**src/rtl/multdiv_pkg.sv**
```systemverilog
// Shared constants for the sequential signed multiply/divide unit.
package multdiv_pkg;

    localparam int unsigned DEF_WIDTH = 32;
    localparam int unsigned DEF_CNT_W = $clog2(DEF_WIDTH);

    localparam logic [1:0] ST_IDLE = 2'd0;
    localparam logic [1:0] ST_MUL  = 2'd1;
    localparam logic [1:0] ST_DIV  = 2'd2;
    localparam logic [1:0] ST_DONE = 2'd3;

endpackage

```
**src/rtl/multdiv_seq_twos_negate.sv**
```systemverilog
// Conditional two's-complement negate: dout = en ? -din : din.
module twos_negate #(
    parameter int unsigned W = 32
) (
    input  logic [W-1:0] din,
    input  logic         en,
    output logic [W-1:0] dout
);

    assign dout = en ? (~din + W'(1)) : din;

endmodule

```
**src/rtl/multdiv_seq.sv**
```systemverilog
// Multicycle signed multiply (shift-add) / divide (restoring) unit with
// sign-magnitude datapath, fixed WIDTH+1 cycle latency and abort-on-restart.
module multdiv_seq
    import multdiv_pkg::*;
#(
    parameter int unsigned WIDTH = DEF_WIDTH
) (
    input  logic             clock,
    input  logic             reset,
    input  logic [WIDTH-1:0] data_operandA,
    input  logic [WIDTH-1:0] data_operandB,
    input  logic             ctrl_MULT,
    input  logic             ctrl_DIV,
    output logic [WIDTH-1:0] data_result,
    output logic             data_exception,
    output logic             data_resultRDY,
    output logic             busy
);

    localparam int unsigned CW = $clog2(WIDTH);
    localparam int unsigned W2 = 2 * WIDTH;

    logic [1:0]       state_q,  state_d;
    logic [CW-1:0]    cnt_q,    cnt_d;
    logic [W2-1:0]    acc_q,    acc_d;
    logic [WIDTH-1:0] opr_q,    opr_d;
    logic             sign_q,   sign_d;
    logic             div_q,    div_d;
    logic [WIDTH-1:0] result_q, result_d;
    logic             exc_q,    exc_d;
    logic             rdy_q,    rdy_d;
    logic             busy_q,   busy_d;

    logic [WIDTH-1:0] abs_a, abs_b;
    logic [WIDTH:0]   mul_sum;
    logic [W2-1:0]    mul_next;
    logic [W2-1:0]    div_sh;
    logic [WIDTH:0]   div_rem;
    logic [WIDTH+1:0] div_diff;
    logic [W2-1:0]    div_next;
    logic [W2-1:0]    iter_next;
    logic [W2-1:0]    res_in;
    logic [W2-1:0]    res_signed;
    logic             mul_ovf;
    logic             div_zero;
    logic             div_ovf;

    twos_negate #(.W(WIDTH)) u_neg_a (
        .din  (data_operandA),
        .en   (data_operandA[WIDTH-1]),
        .dout (abs_a)
    );

    twos_negate #(.W(WIDTH)) u_neg_b (
        .din  (data_operandB),
        .en   (data_operandB[WIDTH-1]),
        .dout (abs_b)
    );

    twos_negate #(.W(W2)) u_neg_r (
        .din  (res_in),
        .en   (sign_q),
        .dout (res_signed)
    );

    // One iteration of either algorithm; acc holds {hi, lo} for both.
    always_comb begin
        mul_sum  = {1'b0, acc_q[W2-1:WIDTH]} + {1'b0, opr_q};
        mul_next = acc_q[0] ? {mul_sum, acc_q[WIDTH-1:1]}
                            : {1'b0, acc_q[W2-1:1]};

        div_sh   = {acc_q[W2-2:0], 1'b0};
        div_rem  = {acc_q[W2-1], div_sh[W2-1:WIDTH]};
        div_diff = {1'b0, div_rem} - {2'b00, opr_q};
        div_next = div_diff[WIDTH+1] ? div_sh
                                     : {div_diff[WIDTH-1:0], div_sh[WIDTH-1:1], 1'b1};

        iter_next = div_q ? div_next : mul_next;
        res_in    = div_q ? {WIDTH'(0), iter_next[WIDTH-1:0]} : iter_next;

        mul_ovf  = (res_signed[W2-1:WIDTH-1] != '0) && (res_signed[W2-1:WIDTH-1] != '1);
        div_zero = (opr_q == '0);
        div_ovf  = !sign_q && iter_next[WIDTH-1];
    end

    always_comb begin
        state_d  = state_q;
        cnt_d    = cnt_q;
        acc_d    = acc_q;
        opr_d    = opr_q;
        sign_d   = sign_q;
        div_d    = div_q;
        result_d = result_q;
        exc_d    = exc_q;
        rdy_d    = 1'b0;

        case (state_q)
            ST_MUL, ST_DIV: begin
                acc_d = iter_next;
                cnt_d = cnt_q + CW'(1);
                if (cnt_q == CW'(WIDTH - 1)) begin
                    cnt_d   = '0;
                    state_d = ST_DONE;
                    if (!div_q) begin
                        result_d = res_signed[WIDTH-1:0];
                        exc_d    = mul_ovf;
                    end else if (div_zero) begin
                        result_d = '0;
                        exc_d    = 1'b1;
                    end else begin
                        result_d = res_signed[WIDTH-1:0];
                        exc_d    = div_ovf;
                    end
                end
            end
            ST_DONE: begin
                state_d = ST_IDLE;
                rdy_d   = 1'b1;
            end
            default: state_d = ST_IDLE;
        endcase

        // A start in any state (re)launches; MULT wins if both are asserted.
        if (ctrl_MULT || ctrl_DIV) begin
            state_d = ctrl_MULT ? ST_MUL : ST_DIV;
            cnt_d   = '0;
            div_d   = !ctrl_MULT;
            sign_d  = data_operandA[WIDTH-1] ^ data_operandB[WIDTH-1];
            opr_d   = ctrl_MULT ? abs_a : abs_b;
            acc_d   = {WIDTH'(0), (ctrl_MULT ? abs_b : abs_a)};
        end

        busy_d = (state_d != ST_IDLE);
    end

    always_ff @(posedge clock or negedge reset) begin
        if (!reset) begin
            state_q  <= ST_IDLE;
            cnt_q    <= '0;
            acc_q    <= '0;
            opr_q    <= '0;
            sign_q   <= 1'b0;
            div_q    <= 1'b0;
            result_q <= '0;
            exc_q    <= 1'b0;
            rdy_q    <= 1'b0;
            busy_q   <= 1'b0;
        end else begin
            state_q  <= state_d;
            cnt_q    <= cnt_d;
            acc_q    <= acc_d;
            opr_q    <= opr_d;
            sign_q   <= sign_d;
            div_q    <= div_d;
            result_q <= result_d;
            exc_q    <= exc_d;
            rdy_q    <= rdy_d;
            busy_q   <= busy_d;
        end
    end

    assign data_result    = result_q;
    assign data_exception = exc_q;
    assign data_resultRDY = rdy_q;
    assign busy           = busy_q;

endmodule

```
**config.mk**
```make
export PLATFORM = sky130hd
export DESIGN_NAME = multdiv_seq
export DESIGN_NICKNAME = d
export VERILOG_FILES = /design/src/rtl/multdiv_pkg.sv /design/src/rtl/multdiv_seq_twos_negate.sv /design/src/rtl/multdiv_seq.sv
export SDC_FILE = /design/constraint.sdc
export NUM_CORES = 1
export LEC_CHECK = 0
export ABC_CLOCK_PERIOD_IN_PS = 8100
export BUFFER_PORTS_ARGS = -buffer_cell sky130_fd_sc_hd__buf_2
export CORE_MARGIN = 2
export CORE_UTILIZATION = 25
export DETAILED_ROUTE_END_ITERATION = 10
export SETUP_SLACK_MARGIN = 0.4
export SYNTH_ARGS = -nofsm -noshare
export SYNTH_HDL_FRONTEND = slang
export SYNTH_SLANG_ARGS = --single-unit
```
**constraint.sdc**
```tcl
create_clock -name clock -period 8.1 [get_ports clock]
set_clock_uncertainty 0.15 [all_clocks]
set_input_delay 1.215 -clock clock [delete_from_list [all_inputs] [get_ports clock]]
set_output_delay 1.215 -clock clock [all_outputs]
set_load 0.03 [all_outputs]
```
==> summary.md <==
| Metric | Value |
|---|---|
| Status | completed |
| Number of synthesized flops with an enable pin | 0 |
| CP Capture Type | register |
| Root buffer cell | clkbuf_16 |
| Slew margin rel. | a little over a fifth |
| DIE AREA | about 63000 um2 |
| Setup ws final | around 0.93 ns |
| Uppermost layer routed | met5 |
| Fill cells | approximately 6.6k |
| Vias in the first global route | ~15k |
| DR iter-0 viols | ~1.6k |
| Tmin final | 7.17 ns |
| Syn Nets | ~2.2k |
| Fraction of registers with async set/reset | 100% |
| Total Routing Usage GR | 17.9% |
| Max-slew violation count | 0 |
| CP Max Fanout | 22 |
| GPL Wtd Cong | about 0.93 |
| Critical-path cell list | ha_1 -> and3_1 -> a221o_1 -> and2_1 -> a41oi_1 -> a31o_2 -> nand2_1 -> buf_4 -> nor2_2 -> o21bai_1 -> ha_1 -> nor3b_2 -> o2111ai_1 -> nor4_4 -> and2_1 -> o2111ai_1 -> nor4_1 -> nand4b_1 -> a21o_1 -> a2111oi_0 -> nand4_1 -> nor4_1 -> a211oi_1 |
| Cell count after synthesis | 2038 |
| Clock sinks | 140 |
| Final TNS setup | 0 ns |
| R2r worst-path depth | 23 |
| Pin count of the biggest net entering global routing | 85 |
| Synth cell types | 92 |
| Num rows | 90 |
| Syn_area_per_cell | between 7 and 8 um2 |
| Initial antenna violation count | 1 |
| Clock buffer depth | 2 |
| Commonest non-fill, non-tap cell in the layout | nand2_1 |
| DRT Pass-1 Iters | 5 |
| Reg2Reg Launch Point | acc_q[39]$_DFFE_PN0P_ |
| Mapped Area | roughly 15000 um2 |
| Crit path buffers/inverters | 1 |
| Worst Hold Path Cells | 2 |
| Initial core utilization | 25.2% |
| DR WL/cell | 20.0 um |
| Yosys warnings | 0 |
| Postcts setup bufs | 0 |
| CTS Hold Buffers Added | 0 |
| WHS | 0.327 ns |
| Reg area | ~3500 um2 |
| First-pass GRT wire length | 88700 um |
| M1 WL | 25800 um |
| Area grow syn2layout | 12.4% |
| Main synth FF type | dfrtp_1 |
| Leakage | 6.92 nW |
| Setup crit start | acc_q[39]$_DFFE_PN0P_ |
| Dpl cells | approximately 2.8k |
| Largest stage delay, worst path | ~0.52 ns |
| FF+latch count, synth | 140 |
| Max_cap viols | 0 |
| Antenna Violating Nets Remaining | 0 |
| Die width | 250 um |
| Detailed-route via count | approximately 16k |
| CP max stage cell | a41oi_1 |
| Peak VDD IR | between 150 and 200 uV |
| Latest clock arrival within the worst-skew pair | 0.46 ns |
| Startpoint types | register |
| Non-filler instance count after layout | 2863 |
| Fmax | about 140 MHz |
| DR WL met2 | 25900 um |
| RSZ-0062 raised after global routing | false |
| Detailed Place HPWL | 43100 um |
| Total CTS buffers | 17 |
| Worst path top cell family by delay | simple AND/OR/NAND/NOR gates |
| Hold path startpoint | data_result[20]$_DFFE_PN0P_ |
| R2R Setup Slk | 0.93 ns |
| Core footprint | 60100 um2 |
| H-tree levels | 4 |
| Part of the Yosys area used for sequential elements | between 20% and 30% |
| Vias/cell | 5.62 |
| DRT Wirelength | around 57000 um |
| Hold Path Sink | data_result[20]$_DFFE_PN0P_ |
| Port bufs | about 100 |
| Most frequent cells in the layout | 228 x nand2_1, 209 x o21ai_0, 179 x a21oi_1, 154 x nor2_1, 138 x dfrtp_1 |
| Area taken by multi-input logic gates | 10900 um2 |
| Drt drc | 0 |
| Die height | around 250 um |
| Final worst path period share | between 80 and 90% |
| Cell Area, Placed | ~16000 um2 |
| Worst-path clk slew | 0.07 ns |
| Setup violators final | 0 |
| WP data required | approximately 8.3 ns |
| Pre-CTS WS | about 0.56 ns |
| Final Total Pwr | around 3.1 mW |
| Layout cells sized above 1 | a little over a tenth |
| Reg2reg end | data_exception$_DFFE_PN0P_ |
| Nets | around 2.2k |
| Crit path DAT | 7.33 ns |
| Design area | about 17000 um2 |
| Grt ovf | 0 |
| Hold Violations, Final | 0 |
| Hold Path Class | register to register |
| Post_cts resized | 0 |
| Slew @ Worst Pin | about 1.2 ns |
| Kind of critical path | register to register |
| CTS tree | done |
| Power Density | 180 nW/um2 |
| Final Core Density | between 20% and 30% |
| Met3 wire length | around 3900 um |
| IO Count | between 100 and 150 |
power by group:
part	switching, mW	internal (mW)
clock	0.331	0.516
combinational	0.874	0.479
sequential	0.106	0.757
total	1.31	1.75
metal layers:
layer / vias to the layer above / track usage [%]
met5: - / 0
met4: 2 / 5.41
met3: 103 / 2.75
met2: 600 / 28.2
met1: 7744 / 25.0
li1: 7636 / -
state kept, by name, indices dropped and copies added (netlist names):
name,count
div_q,1
acc_q,64
busy,1
state_q,2
data_exception,1
opr_q,32
cnt_q,5
sign_q,1
data_result,32
data_resultRDY,1
worst min-delay path, stage by stage (launching register included):
cell and delay [ns]:
dfrtp_1 0.34, nand2_1 0.04, o21ai_0 0.06
cell type report:
class	instances	area share, %
multi-input combinational	1699	64.1
sequential	140	20.6
tap	782	5.74
timing repair buffer	132	4.35
clock buffer	25	2.91
inverter	77	1.70
clock inverter	7	0.646
antenna	1	0.0147
how the worst max path moves through the flow:
stage / endpoint / slack [ns] / cells past startpoint
2_1_floorplan: data_exception$_DFFE_PN0P_ / 2.30 / 23
3_3_place_gp: data_exception$_DFFE_PN0P_ / 0.94 / 24
3_5_place_dp: data_exception$_DFFE_PN0P_ / 0.56 / 25
4_1_cts: data_exception$_DFFE_PN0P_ / 0.52 / 25
5_1_grt: data_exception$_DFFE_PN0P_ / 0.52 / 23
6_report: data_exception$_DFFE_PN0P_ / 0.93 / 23
synth_stat cells (all sizes together) (21+ instances only):
| cell type | instances | area [um2] |
|---|---|---|
| a21oi | 182 | 922 |
| a211oi | 44 | 335 |
| or3 | 23 | 144 |
| mux2i | 49 | 490 |
| inv | 76 | 285 |
| buf | 22 | 108 |
| xor2 | 54 | 473 |
| clkbuf | 100 | 378 |
| o211ai | 46 | 345 |
| a31oi | 21 | 131 |
| nand2 | 228 | 856 |
| nand4 | 26 | 163 |
| nor3 | 59 | 300 |
| nor4 | 30 | 221 |
| nand3 | 28 | 140 |
| o21ai | 214 | 1070 |
| xnor2 | 80 | 701 |
| dfrtp | 140 | 3500 |
| nor2 | 157 | 589 |
| nand2b | 29 | 181 |
| a21o | 24 | 180 |
| o31ai | 27 | 203 |
| ha | 70 | 876 |
kinds of logic after synthesis:
kind of cell,Yosys count,synth area share (%)
buffers and inverters,199,5.10
XOR/XNOR,134,7.74
AND/OR/NAND/NOR,702,23.1
AO/OA/AOI/OAI,734,31.1
multiplexers,57,3.83
flip-flops,140,23.1
adder cells (fa/ha/maj),72,6.04
Note: power is estimated with default switching activity, not from simulation.
